`src/rtl/zigzag_dequant.sv`:
```
// zigzag_dequant: collects 64 zigzag-ordered quantized coefficients, dequantizes
// each against a writable quant table, scatters them into natural row/col order
// and hands the finished 8x8 matrix to the IDCT with a single start pulse.
module zigzag_dequant #(
  parameter int COEF_W = 12,
  parameter int Q_W    = 8,
  parameter int OUT_W  = 16
) (
  input  logic                     sys_clk,
  input  logic                     sys_rst,
  input  logic                     in_valid,
  output logic                     in_ready,
  input  logic signed [COEF_W-1:0] in_coef,
  input  logic                     q_wr_en,
  input  logic [5:0]               q_wr_addr,
  input  logic [Q_W-1:0]           q_wr_data,
  output logic signed [OUT_W-1:0]  x [0:7][0:7],
  output logic                     start,
  input  logic                     idct_done,
  output logic                     sat_flag
);

  // Full product width: signed coefficient times unsigned quant value
  localparam int PROD_W = COEF_W + Q_W + 1;

  localparam logic signed [PROD_W-1:0] MAX_P = {{(PROD_W-OUT_W+1){1'b0}}, {(OUT_W-1){1'b1}}};
  localparam logic signed [PROD_W-1:0] MIN_P = {{(PROD_W-OUT_W+1){1'b1}}, {(OUT_W-1){1'b0}}};

  typedef enum logic [1:0] {
    FILL  = 2'd0,
    ISSUE = 2'd1,
    WAIT  = 2'd2
  } state_t;

  state_t                    state;
  state_t                    state_nxt;
  logic [5:0]                k;
  logic                      done_q;
  logic [Q_W-1:0]            q [0:63];
  logic                      accept;
  logic [5:0]                nat;
  logic signed [PROD_W-1:0]  coef_ext;
  logic signed [PROD_W-1:0]  q_ext;
  logic signed [PROD_W-1:0]  prod;
  logic                      clip;
  logic signed [OUT_W-1:0]   val;

  // JPEG zigzag position -> natural index (row*8 + col)
  function automatic logic [5:0] zz_nat(input logic [5:0] idx);
    zz_nat = 6'd0;
    case (idx)
      6'd0:  zz_nat = 6'd0;
      6'd1:  zz_nat = 6'd1;
      6'd2:  zz_nat = 6'd8;
      6'd3:  zz_nat = 6'd16;
      6'd4:  zz_nat = 6'd9;
      6'd5:  zz_nat = 6'd2;
      6'd6:  zz_nat = 6'd3;
      6'd7:  zz_nat = 6'd10;
      6'd8:  zz_nat = 6'd17;
      6'd9:  zz_nat = 6'd24;
      6'd10: zz_nat = 6'd32;
      6'd11: zz_nat = 6'd25;
      6'd12: zz_nat = 6'd18;
      6'd13: zz_nat = 6'd11;
      6'd14: zz_nat = 6'd4;
      6'd15: zz_nat = 6'd5;
      6'd16: zz_nat = 6'd12;
      6'd17: zz_nat = 6'd19;
      6'd18: zz_nat = 6'd26;
      6'd19: zz_nat = 6'd33;
      6'd20: zz_nat = 6'd40;
      6'd21: zz_nat = 6'd48;
      6'd22: zz_nat = 6'd41;
      6'd23: zz_nat = 6'd34;
      6'd24: zz_nat = 6'd27;
      6'd25: zz_nat = 6'd20;
      6'd26: zz_nat = 6'd13;
      6'd27: zz_nat = 6'd6;
      6'd28: zz_nat = 6'd7;
      6'd29: zz_nat = 6'd14;
      6'd30: zz_nat = 6'd21;
      6'd31: zz_nat = 6'd28;
      6'd32: zz_nat = 6'd35;
      6'd33: zz_nat = 6'd42;
      6'd34: zz_nat = 6'd49;
      6'd35: zz_nat = 6'd56;
      6'd36: zz_nat = 6'd57;
      6'd37: zz_nat = 6'd50;
      6'd38: zz_nat = 6'd43;
      6'd39: zz_nat = 6'd36;
      6'd40: zz_nat = 6'd29;
      6'd41: zz_nat = 6'd22;
      6'd42: zz_nat = 6'd15;
      6'd43: zz_nat = 6'd23;
      6'd44: zz_nat = 6'd30;
      6'd45: zz_nat = 6'd37;
      6'd46: zz_nat = 6'd44;
      6'd47: zz_nat = 6'd51;
      6'd48: zz_nat = 6'd58;
      6'd49: zz_nat = 6'd59;
      6'd50: zz_nat = 6'd52;
      6'd51: zz_nat = 6'd45;
      6'd52: zz_nat = 6'd38;
      6'd53: zz_nat = 6'd31;
      6'd54: zz_nat = 6'd39;
      6'd55: zz_nat = 6'd46;
      6'd56: zz_nat = 6'd53;
      6'd57: zz_nat = 6'd60;
      6'd58: zz_nat = 6'd61;
      6'd59: zz_nat = 6'd54;
      6'd60: zz_nat = 6'd47;
      6'd61: zz_nat = 6'd55;
      6'd62: zz_nat = 6'd62;
      6'd63: zz_nat = 6'd63;
    endcase
  endfunction

  // True when the product does not fit the signed output range
  function automatic logic is_clip(input logic signed [PROD_W-1:0] p);
    return (p > MAX_P) || (p < MIN_P);
  endfunction

  // Saturate the product into the signed output range
  function automatic logic signed [OUT_W-1:0] sat_clip(input logic signed [PROD_W-1:0] p);
    logic signed [OUT_W-1:0] r;
    if (p > MAX_P) begin
      r = {1'b0, {(OUT_W-1){1'b1}}};
    end else if (p < MIN_P) begin
      r = {1'b1, {(OUT_W-1){1'b0}}};
    end else begin
      r = p[OUT_W-1:0];
    end
    return r;
  endfunction

  // Control: state sequencing, handshake and start pulse
  always_comb begin
    state_nxt = state;
    in_ready  = 1'b0;
    start     = 1'b0;
    case (state)
      FILL: begin
        in_ready = sys_rst;
        if (in_valid && sys_rst && (k == 6'd63)) begin
          state_nxt = ISSUE;
        end
      end
      ISSUE: begin
        start     = 1'b1;
        state_nxt = WAIT;
      end
      WAIT: begin
        // Only a fresh rising edge of done releases the matrix
        if (idct_done && !done_q) begin
          state_nxt = FILL;
        end
      end
      default: state_nxt = FILL;
    endcase
  end

  // Datapath: quant lookup, full-width multiply, saturation and scatter address
  always_comb begin
    accept   = in_valid && in_ready;
    nat      = zz_nat(k);
    coef_ext = $signed({{(Q_W+1){in_coef[COEF_W-1]}}, in_coef});
    q_ext    = $signed({{(COEF_W+1){1'b0}}, q[k]});
    prod     = coef_ext * q_ext;
    clip     = is_clip(prod);
    val      = sat_clip(prod);
  end

  // State register, coefficient index, done edge detector and sticky clip flag
  always_ff @(posedge sys_clk) begin
    if (!sys_rst) begin
      state    <= FILL;
      k        <= 6'd0;
      done_q   <= 1'b0;
      sat_flag <= 1'b0;
    end else begin
      state  <= state_nxt;
      done_q <= idct_done;
      if (accept) begin
        k        <= k + 6'd1;
        sat_flag <= (k == 6'd0) ? clip : (sat_flag | clip);
      end
    end
  end

  // Quant table; a same-cycle accept has already read the old entry
  always_ff @(posedge sys_clk) begin
    if (!sys_rst) begin
      for (int i = 0; i < 64; i++) begin
        q[i] <= {{(Q_W-1){1'b0}}, 1'b1};
      end
    end else if (q_wr_en) begin
      q[q_wr_addr] <= q_wr_data;
    end
  end

  // Output matrix: written only on accepts, so it holds through ISSUE and WAIT
  always_ff @(posedge sys_clk) begin
    if (!sys_rst) begin
      for (int r = 0; r < 8; r++) begin
        for (int c = 0; c < 8; c++) begin
          x[r][c] <= '0;
        end
      end
    end else if (accept) begin
      x[nat[5:3]][nat[2:0]] <= val;
    end
  end

endmodule

```
`config.mk`:
```
export PLATFORM = sky130hd
export DESIGN_NAME = zigzag_dequant
export DESIGN_NICKNAME = d
export VERILOG_FILES = /design/src/rtl/zigzag_dequant.sv
export SDC_FILE = /design/constraint.sdc
export NUM_CORES = 2
export LEC_CHECK = 0
export ABC_AREA = 1
export ABC_CLOCK_PERIOD_IN_PS = 15800
export CELL_PAD_IN_SITES_DETAIL_PLACEMENT = 1
export CELL_PAD_IN_SITES_GLOBAL_PLACEMENT = 2
export CORE_MARGIN = 1
export CORE_UTILIZATION = 34
export CTS_CLUSTER_DIAMETER = 60
export DETAILED_ROUTE_END_ITERATION = 10
export GPL_ROUTABILITY_DRIVEN = 0
export MAX_ROUTING_LAYER = met4
export PLACE_DENSITY = 0.94
export SETUP_SLACK_MARGIN = 0.2
export SYNTH_ARGS = -nofsm -noshare
export SYNTH_HDL_FRONTEND = slang
export SYNTH_SLANG_ARGS = --single-unit
```
`constraint.sdc`:
```
create_clock -name sys_clk -period 15.8 [get_ports sys_clk]
set_clock_uncertainty 0.1 [all_clocks]
set_input_delay 2.37 -clock sys_clk [delete_from_list [all_inputs] [get_ports sys_clk]]
set_output_delay 2.37 -clock sys_clk [all_outputs]
set_load 0.005 [all_outputs]
```
==> Word level (Yosys, flattened, before mapping) <==
Memory sizes are Yosys's and may differ from the RTL's. A register that Yosys moved wholly into a read port is not among the register bits.
Cells that the tools add are included.
{ "word_totals": {"reg_bits": 1034, "ramBits": 512, "mem_bits_ro": 384, "input_bits": 31, "out_inout_bits": 1027, "word_cells": 122, "n_memories": 2} }
{ "classes": {"n_addsub": 1, "n_mul": 1, "magnitude_cmp": 6, "eq_ne": 5, "mux": 24, "bitwise": 3, "n_reduce_logical": 12} }
{ "memory_table": {"columns": ["name", "depth", "width", "read_ports", "rd_ports_with_merged_regs", "write_ports", "line", "rtl"], "rows": [
  ["q", 64, 8, 1, 1, 64, "39", "logic [Q_W-1:0] q [0:63];"],
  ["(name not given)", 64, 6, 1, 1, 0, "51", "case (idx)"]
]} }
{ "ops": {"columns": ["cell", "n"], "rows": [
  ["$bwmux 1024", 1],
  ["$demux 128 s3", 1],
  ["$mux 128", 1],
  ["$demux 16 s3", 1],
  ["$mux 16", 3],
  ["$mux 6", 5],
  ["$gt 21x16->1 const B", 1],
  ["$lt 21x16->1 const B", 1],
  ["$mul 12x9->21", 1],
  ["$ge 4x4->1 const B", 2],
  ["$lt 4x1->1 const B", 2],
  ["$mux 1", 8],
  ["$mux 8", 1],
  ["$not 3->4", 2],
  ["$reduce_or 8->1", 1],
  ["$add 6x1->6 const B", 1],
  ["$eq 6x6->1 const B", 1],
  ["$logic_and 1x1->1", 6],
  ["$logic_not 6->1", 1],
  ["$pmux 2 s3", 1],
  ["$mux 2", 2],
  ["$ne 2x2->1 const B", 2],
  ["$eq 2x1->1 const B", 1],
  ["$eq 2x2->1 const B", 1],
  ["5 further kinds", 5]
]} }

==> Logic depth before layout (Yosys ltp) <==
{ "logic_depth": {"ltp_word": 8, "mapped_depth": 43, "ltp_nobuf": 36} }

==> Worst setup path after synthesis <==
OpenSTA, ideal clock, no wires.
{ "synth_timing": {"kind": "input to register", "startpoint": "input in_coef[11]", "endpoint": "register x[1002] (netlist name)", "setup_time_ps": 109, "arrival_ps": 6770, "t_required_ps": 15591, "path_slack_ps": 8821, "path_stages": 27, "n_path_buf": 2, "cell_sequence": "inv_1 nor2_1 fa_1 inv_1 fa_1 inv_1 fa_1 inv_1 fa_1 inv_1 ha_1 nand2_1 inv_1 a21oi_1 nand3_1 nand2_1 clkinv_1 nor2_1 nand2_1 nand2_1 nand2_2 buf_6 nand2_2 buf_2 nand3_1 nand2_1 inv_1"} }
{ "synth_via": {"elab_chain_cells": 5, "elab_cells_between_ends": 6, "cone_classes": "mul: 1; order compare: 2; mux: 3"} }
{ "synth_rtl": {"columns": ["item", "line", "rtl"], "rows": [
  ["start: declaration", "13", "input logic signed [COEF_W-1:0] in_coef,"],
  ["$mul 12x9->21 *", "169", "prod = coef_ext * q_ext;"],
  ["$lt 21x16->1", "129", "end else if (p < MIN_P) begin"],
  ["$mux 16", "129", null],
  ["$mux 16 *", "127", "if (p > MAX_P) begin"],
  ["$bwmux 1024 *", "211", "x[nat[5:3]][nat[2:0]] <= val;"],
  ["end signal: indexed assignment", "211", null],
  ["end: declaration", "17", "output logic signed [OUT_W-1:0] x [0:7][0:7],"]
]} }
Mark *: on every way between the ends. The rest lies on a longest branch, timed or not.
A chain may end at the register's enable or synchronous reset.

==> run metrics <==
CTS Sinks 1558; reg2reg end x[726]; vias in the first global route 68060; Critical Path Start Type register; I/O Buffers 1057; CP max stage delay 0.92 ns; EDFF count, synth 512; Critical Path AT 11.15 ns; first-pass detailed-route iteration total 7; Vias/cell 5.087; Pins Over Slew Limit 0; initial core utilization 34.27%; antenna violations before repair 7; syn avg cell area 7.417 um2; Clock Path Buffers 3; post-CTS setup buffers 0; most frequent cell after synthesis nor2_1; multi-input logic area 27780 um2; Syn Nets 9866; # nets final 10540; detailed-route DRC error count 0; post-route cell area 90230 um2; root buf cell clkbuf_16; Die X-Extent 462.1 um; Hold Crit Class reg2reg; Slew HR 14.96%; fmax 0.09504 GHz; Area contributors post-synth dfxtp_1, edfxtp_1, nor2_1; synth-to-layout area growth 25.38%; worst-path maximum fanout 184; Post-synth top cells nor2_1, nand2_1, inv_1; minimum clock period 10.52 ns; Core Rows 168; library cells used by synthesis 41; GRT Residual Overflow 0; Final Hold Viols 0; register bit total from synthesis 1558; via count 67830; WL final 309.3 mm; Fin Setup TNS 0 ns; Register-to-Register Path Depth 34; Placed Area 84110 um2; Synth Instances 9702; fin util 42.97%; CP Capture Type register; CTS Buf Count 185; io pins 1058; Final Cycle Share 66.59%; Worst-Skew Late Latency 0.85 ns; Seq/Total Area, Yosys 50.46%; CTS tree done; HP Start k[5]; Hold Path Stages 2; asr flop ratio synth 0%; RSZ-0062 raised after global routing no; die height 462.1 um; post-CTS resize count 0; core area 210000 um2; Slew @ Worst Pin 1.276 ns; routed len/inst 23.20 um; R2R Setup Slk 5.28 ns; largest net degree at the start of global routing 220; HPWL after DPL 207.2 mm; Setup-failing EPs final 0; hold_buf cts 0; Max-cap violations 0; die area 213500 um2; Fill cells 25430; CP max stage cell buf_4; ys flop type dfxtp_1; Starting DRT DRC Count 5349; status finished, final reports clean; share of layout cells above drive strength 1 4.884%; Synth top area share 29.10%; Clock Pin Slew Worst Setup and Hold Paths 0.06 ns; post-route insts no fill 13330; register area 36320 um2; WS Path Type reg2reg; Required @ worst endpoint 16.42 ns; Worst Hold Path EP state[0]; mapped cell area 71960 um2; cell mode on critical path nand2_1; Placed Instances 12990; antenna-violating nets left 0; overall fraction of global-route tracks in use 28.81%; htree depth 4; first-pass GRT wire length 448.6 mm; cell taking the most area after synthesis dfxtp_1; Syn. warnings 0
## layout by cell type, fill, tap and decap left out, types with 14 or more instances in the layout
cell type,synthesis,layout
clkinv_2,0,35
edfxtp_1,512,512
a21oi_1,100,100
clkinv_1,5,17
o22ai_1,111,111
clkbuf_16,0,189
inv_1,1308,1307
dfxtp_1,1046,1043
nand2_1,1475,1469
buf_4,39,115
nor2_1,2785,2721
clkbuf_1,261,42
o211ai_1,80,80
fa_1,78,78
nand3_1,1064,1064
clkdlybuf4s50_1,0,1056
nor2_4,0,14
ha_1,55,55
o21ai_0,293,293
nor2_2,1,51
clkbuf_8,0,30
nor3_1,16,16
nand2_4,0,15
## per-layer routing
metal  global-route usage, %  up-vias  wire [um]
met5                       -        -          0
met4                   15.95        0      19370
li1                        -    31250          -
met1                   32.47    33650     120300
met2                   46.92     2194     146600
met3                   6.836      735      23070
## critical path, delay by kind of cell (launching register included)
family | cells | cell delay (ns)
DFF | 1 | 0.44
AOI/OAI and AO/OA | 5 | 1.18
adders and majority gates | 5 | 2.42
and+or+nand+nor | 15 | 2.56
buffers and inverters | 9 | 3.09
## state kept, by name, indices dropped and copies added, names as in the netlist, named ones only
name      count
q           512
k             6
x          1024
done_q        1
nat           6
state         2
sat_flag      1
## cell type report
type,instances,area share [%]
Tap cell,2805,3.890
Inverter,1329,5.557
Multi-Input combinational cell,6127,30.78
Antenna cell,4,0.01109
Sequential cell,1558,40.26
Clock buffer,261,5.874
Timing Repair Buffer,1174,12.73
Clock inverter,75,0.8972
## metrics by stage
| stage | setup WS, ns | hold slack (ns) |
|---|---|---|
| after floorplan | 8.821 | 0.3311 |
| after global placement | 5.553 | 0.3580 |
| after detailed placement | 5.377 | 0.3808 |
| after CTS | 5.339 | 0.3886 |
| after global routing | 4.619 | 0.4166 |
| final | 5.278 | 0.3778 |
## kinds of logic (layout without fill, tap and decap cells)
family	count (synthesis)	after routing	share of synthesized area [%]
compound gates	603	603	4.740
fa+ha+maj	133	133	3.126
simple gates	5373	5373	30.05
xor+xnor	18	18	0.2191
buf+inv	2017	2839	11.40
flops	1558	1558	50.46
other cells	0	4	0
## how the worst max path moves through the flow
stage                    to  slack, ns  depth (start not counted)
CTS                  x[726]       5.34                         39
global placement     x[726]       5.55                         33
finish               x[726]       5.28                         34
global route         x[726]       4.62                         36
floorplan           x[1002]       8.82                         27
detailed placement   x[726]       5.38                         36
Power is not shown: default switching activity piles up to over one toggle a cycle in this logic, so the estimate is an artifact.
